### src/rtl/y_writer.sv
// y_writer: buffers finished rows, converts FloPoCo doubles to IEEE-754 and
// writes them as consecutive 8-byte words starting at base_addr.
module y_writer #(
  parameter int DEPTH       = 64,
  parameter int STALL_SLACK = 8
) (
  input  logic        clk,
  input  logic        rst,
  input  logic        push_to_y,
  input  logic [65:0] v_to_y,
  input  logic        eof,
  input  logic [47:0] base_addr,
  output logic        stall_out,
  output logic        mem_req,
  output logic [47:0] mem_addr,
  output logic [63:0] mem_data,
  input  logic        mem_stall,
  output logic        done,
  output logic        overflow
);
  localparam int AW = $clog2(DEPTH);
  logic [65:0]   r_mem [DEPTH];
  logic [AW-1:0] r_rd, r_wr;
  logic [AW:0]   r_cnt, w_cnt_nxt;
  logic [44:0]   r_idx;
  logic          r_eof_seen;
  logic          w_xfer, w_pop, w_wr, w_full;
  logic [65:0]   w_head;
  logic [63:0]   w_conv;
  assign w_xfer    = mem_req && !mem_stall;
  assign w_pop     = (r_cnt != '0) && (!mem_req || w_xfer);
  assign w_full    = r_cnt == (AW+1)'(DEPTH);
  // a push into a full FIFO is still accepted when a pop frees a slot this edge
  assign w_wr      = push_to_y && (!w_full || w_pop);
  assign w_cnt_nxt = r_cnt + (AW+1)'(w_wr) - (AW+1)'(w_pop);
  assign w_head    = r_mem[r_rd];
  assign w_conv    = w_head[65:64] == 2'b00 ? {w_head[63], 63'b0} :
                     w_head[65:64] == 2'b01 ? w_head[63:0] :
                     w_head[65:64] == 2'b10 ? {w_head[63], 11'h7FF, 52'b0} :
                                              64'h7FF8_0000_0000_0000;
  always_ff @(posedge clk)
    if (w_wr) r_mem[r_wr] <= v_to_y;
  always_ff @(posedge clk or posedge rst)
    if (rst) begin
      r_rd       <= '0;
      r_wr       <= '0;
      r_cnt      <= '0;
      r_idx      <= '0;
      r_eof_seen <= 1'b0;
      stall_out  <= 1'b0;
      overflow   <= 1'b0;
      done       <= 1'b0;
      mem_req    <= 1'b0;
      mem_addr   <= '0;
      mem_data   <= '0;
    end else begin
      r_cnt     <= w_cnt_nxt;
      stall_out <= w_cnt_nxt >= (AW+1)'(DEPTH - STALL_SLACK);
      if (w_wr) r_wr <= r_wr + 1'b1;
      if (w_pop) r_rd <= r_rd + 1'b1;
      if (push_to_y && !w_wr) overflow <= 1'b1;
      if (eof) r_eof_seen <= 1'b1;
      if (r_eof_seen && r_cnt == '0 && !mem_req && !push_to_y) done <= 1'b1;
      if (w_pop) begin
        mem_req  <= 1'b1;
        mem_addr <= base_addr + {r_idx, 3'b000};
        mem_data <= w_conv;
        r_idx    <= r_idx + 1'b1;
      end else if (w_xfer) mem_req <= 1'b0;
    end
endmodule

### config.mk
export PLATFORM = sky130hd
export DESIGN_NAME = y_writer
export DESIGN_NICKNAME = d
export VERILOG_FILES = /design/src/rtl/y_writer.sv
export SDC_FILE = /design/constraint.sdc
export NUM_CORES = 2
export LEC_CHECK = 0
export BUFFER_PORTS_ARGS = -buffer_cell sky130_fd_sc_hd__buf_2
export CAP_MARGIN = 20
export CORE_MARGIN = 2
export CORE_UTILIZATION = 47
export DETAILED_ROUTE_END_ITERATION = 6
export GPL_ROUTABILITY_DRIVEN = 0
export GPL_TIMING_DRIVEN = 1
export PLACE_DENSITY_LB_ADDON = 0.1
export SYNTH_ARGS = -nofsm -noshare
export SYNTH_HDL_FRONTEND = slang
export SYNTH_MEMORY_MAX_BITS = 65536
export SYNTH_SLANG_ARGS = --single-unit
### constraint.sdc
create_clock -name clk -period 15.33 [get_ports clk]
set_clock_uncertainty 0.1 [all_clocks]
set_input_delay 0.7665 -clock clk [delete_from_list [all_inputs] [get_ports clk]]
set_output_delay 0.7665 -clock clk [all_outputs]
set_load 0.01 [all_outputs]
* Word-level counts from Yosys, hierarchy flattened
Memories as Yosys holds them, arrays and structs flattened.
Index checks and enable logic that the tools add are counted.
** Word-level totals
- Register bits :: 181
- Memories kept :: 1
- Input bits :: 119
- Output and inout bits :: 116
- Word-level logic and storage cells :: 47
- RAM bits :: 4224
** Cells by class
- Reduce and logical (&&, ||, !) cells :: 18
- $lt $le $gt $ge :: 1
- Mux-type cells :: 7
- Add/subtract/negate cells :: 6
- Eq/ne operators :: 3
** Memories
- r_mem :: depth 64, bits a word 66, rd ports 1, clocked after memory_dff 0, write ports 1, line 22 : logic [65:0] r_mem [DEPTH];
** Operators by type and width (count)
- 64-bit 2-to-1 mux :: 3
- 48-bit adder :: 1
- 45-bit by 1-bit adder with 45-bit output, second input constant :: 1
- 6-bit by 1-bit adder with 6-bit output, second input constant :: 2
- 7-bit by 1-bit adder with 7-bit output :: 1
- 7-bit == test, second input constant :: 1
- 7-bit by 6-bit greater-or-equal comparator with 1-bit output, second input constant :: 1
- 1-bit logical AND :: 7
- 7-bit logical NOT :: 1
- 7-bit nonzero test :: 1
- 7-bit by 1-bit subtractor with 7-bit output :: 1
- 1-bit logical NOT :: 5
- 1-bit 2-to-1 mux :: 4
- 2-bit by 1-bit == test with 1-bit output, second input constant :: 1
- 2-bit == test, second input constant :: 1
- 2-bit logical NOT :: 1
- 1-bit logical OR :: 2
- 2-bit nonzero test :: 1

* Longest topological paths before layout
- Depth after elaboration :: 9
- Depth in mapped cells :: 20
- Mapped depth without buffers :: 18

* Worst setup path after synthesis
Ideal clock, no wire load.
- Path type :: input to register
- From :: input port mem_stall
- To :: memory r_mem[47][0], enable pin
- Required time :: 14739 ps
- Stages on the path :: 8
- Arrival :: 4458 ps
- Library setup time :: 491 ps
- Buffers on the path :: 2
- Path slack :: 10281 ps
- Cells stage by stage :: nand3_1 > nor2_1 > nor2b_1 > and2_1 > clkbuf_1 > nand3_1 > clkbuf_1 > nor2_1
** On the way
- Longest elaborated chain between the ends :: 8
** RTL lines
- start: declaration :: line 17 : input logic mem_stall,
- 1-bit logical NOT :: line 30 : assign w_xfer = mem_req && !mem_stall;
- 1-bit logical AND :: line 30
- 1-bit logical OR :: line 31 : assign w_pop = (r_cnt != '0) && (!mem_req || w_xfer);
- 1-bit logical AND :: line 31
- 1-bit logical OR :: line 34 : assign w_wr = push_to_y && (!w_full || w_pop);
- 1-bit logical AND :: line 34
- 1-bit 2-to-1 mux :: line 42 : if (w_wr) r_mem[r_wr] <= v_to_y;
- 1-bit 2-to-1 mux (not written as such) :: line 42
- end: declaration :: line 22
No other way between the ends.

* Worst setup path in the final report
- From :: register r_rd[0]
- To :: register mem_data[46]
** On the way
- Longest elaborated chain between the ends :: 4
- Elaborated cells between the ends (all ways) :: 5
- Those cells by class :: 1 x eq/ne; 2 x mux; 1 x reduce/logical; 1 x memory
** RTL lines
- start: declaration :: line 23 : logic [AW-1:0] r_rd, r_wr;
- start signal: assignment :: line 60 : if (w_pop) r_rd <= r_rd + 1'b1;
- memory 64 x 66 bit *
- 2-bit by 1-bit == test with 1-bit output :: line 38 : w_head[65:64] == 2'b01 ? w_head[63:0] :
- 64-bit 2-to-1 mux :: line 38
- 64-bit 2-to-1 mux * :: line 37 : assign w_conv = w_head[65:64] == 2'b00 ? {w_head[63], 63'b0} :
- end signal: assignment :: line 67 : mem_data <= w_conv;
- end: declaration :: line 16 : output logic [63:0] mem_data,
Every way passes the cells marked *; elsewhere a longest branch is shown, timed or not.
A chain may end at the register's enable or synchronous reset.

==> results.yml <==
logic_synthesis:
  synth_compound_area_frac: 0.0203
  synth_top_family_by_area: "multiplexers"
  postSynthRegisterBits: 4405
  synth_net_count: 7618
  ys_types: 67
  yosysTopAreaCell: "sky130_fd_sc_hd__edfxtp_1"
  synth_enable_flop_cells: 4224
  synthesis.area_um2: 171000
  postSynth.topFlopCell: "sky130_fd_sc_hd__edfxtp_1"
  ys_top_cells_by_count: "sky130_fd_sc_hd__edfxtp_1, sky130_fd_sc_hd__mux4_2, sky130_fd_sc_hd__dfrtp_1, sky130_fd_sc_hd__nand2_1, sky130_fd_sc_hd__mux2i_1"
  post_synth_main_area_contributors: "sky130_fd_sc_hd__edfxtp_1, sky130_fd_sc_hd__mux4_2, sky130_fd_sc_hd__dfrtp_1, sky130_fd_sc_hd__mux2i_1, sky130_fd_sc_hd__ha_1"
  post-synth-top-count-cell: "sky130_fd_sc_hd__edfxtp_1"
  synth_xor_xnor_area_share: 0.00478
  synth_adder_area_share: 0.00427
  post_synthesis_share_of_cell_area_spent_on_and_or_nand_and_nor_gates: 0.0144
  synth_warnings: 0
  synthesis.area_per_instance_um2: 22.9
  ys_async_sr_fraction: 0.0411
  synth_sequential_area_ratio: 0.770
  area_fraction_of_the_dominant_cell_type_after_synthesis: 0.744
  synth_cells: 7442
  yosys-mux-area-fraction: 0.173
worst_setup_path:
  setup.worst_path.start_class: "flop"
  crit_slowest_cell: "sky130_fd_sc_hd__dfrtp_4"
  crit_chain: "buf_12, buf_4, mux4_1, mux4_2, o22ai_1, or3_1, nand2b_1, nor2_4, buf_4, buf_4, a22o_1"
  r2r-end: "mem_data[46]$_DFFE_PP0N_"
  cp.required_ps: 16130
  critPathBufInv: 4
  rr_startpoint: "r_rd[0]$_DFFE_PP0N_"
  worst-r2r-setup-slack_ps: 8920
  critPathArrivalTime_ps: 7210
  critPathTopFamily: "buffers and inverters"
  cp-startpoint: "r_rd[0]$_DFFE_PP0N_"
  crit_path_end_kind: "flop"
  timing.critical_path.mode_cell: "sky130_fd_sc_hd__buf_4"
  worst-path-max-fanout: 85
  criticalPathCategory: "reg2reg"
  critical-path-max-stage-delay_ps: 960
  worst_r2r_path_depth: 11
power:
  power-per-cell-area_nw_per_um2: 177
  p_total_w: 0.0343
  irDropWorstVdd_mv: 0.199
  leakage_nw: 61.5
finish:
  number_of_fillers_in_the_final_layout: 27702
  drive_above_1_share: 0.293
  final_net_count: 8165
  syn2layout_area_growth_pct: 13.5
cts:
  clock_insertion_delay_worst_skew_ps: 1000
  cts_buffers: 455
  cts_buffer_depth: 4
  post_cts.repair.setup_buffers: 0
  clk_pin_slew_ps: 60
  clock_tree.root_cell: "sky130_fd_sc_hd__clkbuf_16"
  htree_num_levels: 5
  cts_tree: "built"
  tritoncts_num_sinks: 4405
routing:
  route.top_layer_used: "met5"
  drt-vias-per-instance: 6.40
  route.met3.wl_um: 37800
  dr.first_iter.drc_count: 11038
  drt-met1-wl_um: 207000
  detail-route-antenna-nets: 0
  post_drt_wl_per_cell_um: 38.7
  via_count: 84558
  dr_wl_met2_um: 250000
  dr.pass1.iters: 6
  detail_route.drc_violations: 0
  route.final.wire_length_um: 511000
flow_run:
  drv_cap: 0
global_routing:
  overflow: 0
  globalRouteTotalUtil: 0.278
  first_pass_grt_wire_length_um: 699000
  via_count_of_the_first_global_routing_pass: 83966
  grt_antenna_before_repair: 34
  grt_max_degree: 134
placed_design:
  hpwlAfterDp_um: 260000
  io_buffers: 234
timing:
  slew_headroom: 0.237
  final_setup_violation_count: 0
  fmaxAchievable_ghz: 0.156
  post-route-period-util: 0.418
  final.min_clock_period_ps: 6410
  final_max_slew_viol_count: 0
  max_slew.worst_pin.slew_ps: 1140
  rsz0062_at_grt: "no"
  timing.setup.tns_ps: 0
  timing.final.hold_violations: 0
floorplanning:
  fp.dieArea_um2: 368000
  die_w_um: 606
  design.core.area_um2: 362000
  die-height_um: 606
  rows: 221
  number_of_top_level_pins: 235
  initial_standard_cell_utilization_of_the_core: 0.471
status:
  result_of_the_run: "finished clean"
min_path:
  path_category_of_the_worst_min_delay_check: "in2reg"
  worstHoldEndpoint: "r_mem[7][17]$_DFFE_PP_"
  hold-path-cell-count: 1
  timing.hold.worst.start: "v_to_y[17]"
## cell families after synthesis
group,count (synthesis)
fa+ha+maj,57
compound gates,533
mux,1407
xor+xnor,93
buf+inv,426
simple gates,521
flops,4405
## how the worst max path moves through the flow
stage | endpoint | depth (start not counted) | slack, ps
2_1_floorplan | done$_DFFE_PP0P_ | 1 | 9550
3_3_place_gp | mem_data[44]$_DFFE_PP0N_ | 11 | 8990
3_5_place_dp | mem_data[42]$_DFFE_PP0N_ | 11 | 8910
4_1_cts | mem_data[46]$_DFFE_PP0N_ | 11 | 8880
5_1_grt | mem_data[46]$_DFFE_PP0N_ | 11 | 8740
6_report | mem_data[46]$_DFFE_PP0N_ | 11 | 8920
## registers in the layout (all words and copies together) (netlist names)
signal / count
r_mem: 4224
mem_data: 64
mem_addr: 48
r_idx: 45
r_cnt: 7
r_rd: 6
r_wr: 6
done: 1
mem_req: 1
overflow: 1
r_eof_seen: 1
stall_out: 1
## power by group
part	switching, W	internal [W]	leakage, nW
clock network	0.00467	0.00632	7.25
logic	0.00500	0.00416	14.0
registers	0.000451	0.0137	40.3
total	0.0101	0.0242	61.5
## metal layers
| metal | GRT usage | vias to the layer above |
|---|---|---|
| met5 | 0 | - |
| met4 | 0.0854 | 6 |
| met3 | 0.0376 | 827 |
| met2 | 0.452 | 3993 |
| met1 | 0.395 | 46813 |
| li1 | - | 32919 |
## layout make-up
cell class	instances	area [µm²]	area share
Sequential cell	4405	131000	0.679
Multi-Input combinational cell	2611	37400	0.194
Clock buffer	597	12300	0.0638
Tap cell	4794	6000	0.0310
Timing Repair Buffer	488	3700	0.0191
Clock inverter	260	2440	0.0126
Inverter	28	120	0.000621
Antenna cell	22	55.1	0.000285
## per-stage QoR
step,std cells,area (µm²),setup WS (ps),utilization,hold WS (ps)
after CTS,13149,193000,8880,0.533,0.0542
after global routing,13200,193000,8740,0.535,-0.740
after global placement,12284,178000,8990,0.492,355
final,13205,193000,8920,0.535,19.2
after floorplan,7442,171000,9550,-,340
after detailed placement,12284,178000,8910,0.492,361
## cells in the final DEF (no fill, tap or decap), drive strengths merged, types with 12 or more instances in the layout
| master | count |
|---|---|
| a21oi | 101 |
| mux2i | 168 |
| nand2 | 175 |
| nand3 | 37 |
| nor2b | 58 |
| edfxtp | 4224 |
| o21ai | 149 |
| dfrtp | 181 |
| bufinv | 39 |
| clkinv | 191 |
| nand4 | 18 |
| nor2 | 138 |
| a22o | 50 |
| o221ai | 12 |
| inv | 44 |
| mux4 | 1225 |
| clkbuf | 597 |
| nor3 | 15 |
| a211oi | 18 |
| diode | 22 |
| xor2 | 32 |
| xnor2 | 61 |
| a31oi | 59 |
| and3 | 17 |
| dlygate4sd3 | 17 |
| clkinvlp | 14 |
| mux2 | 14 |
| nand2b | 12 |
| buf | 471 |
| o22ai | 19 |
| ha | 55 |
| a21o | 17 |
| a221oi | 28 |
## what timing repair did
| action | 4_1_cts | 5_1_grt |
|---|---|---|
| gates resized for setup | 0 | 0 |
| endpoints found under the hold margin | 37 | 40 |
| hold buffers | 8 | 9 |
Note: power is estimated with default switching activity, not from simulation.
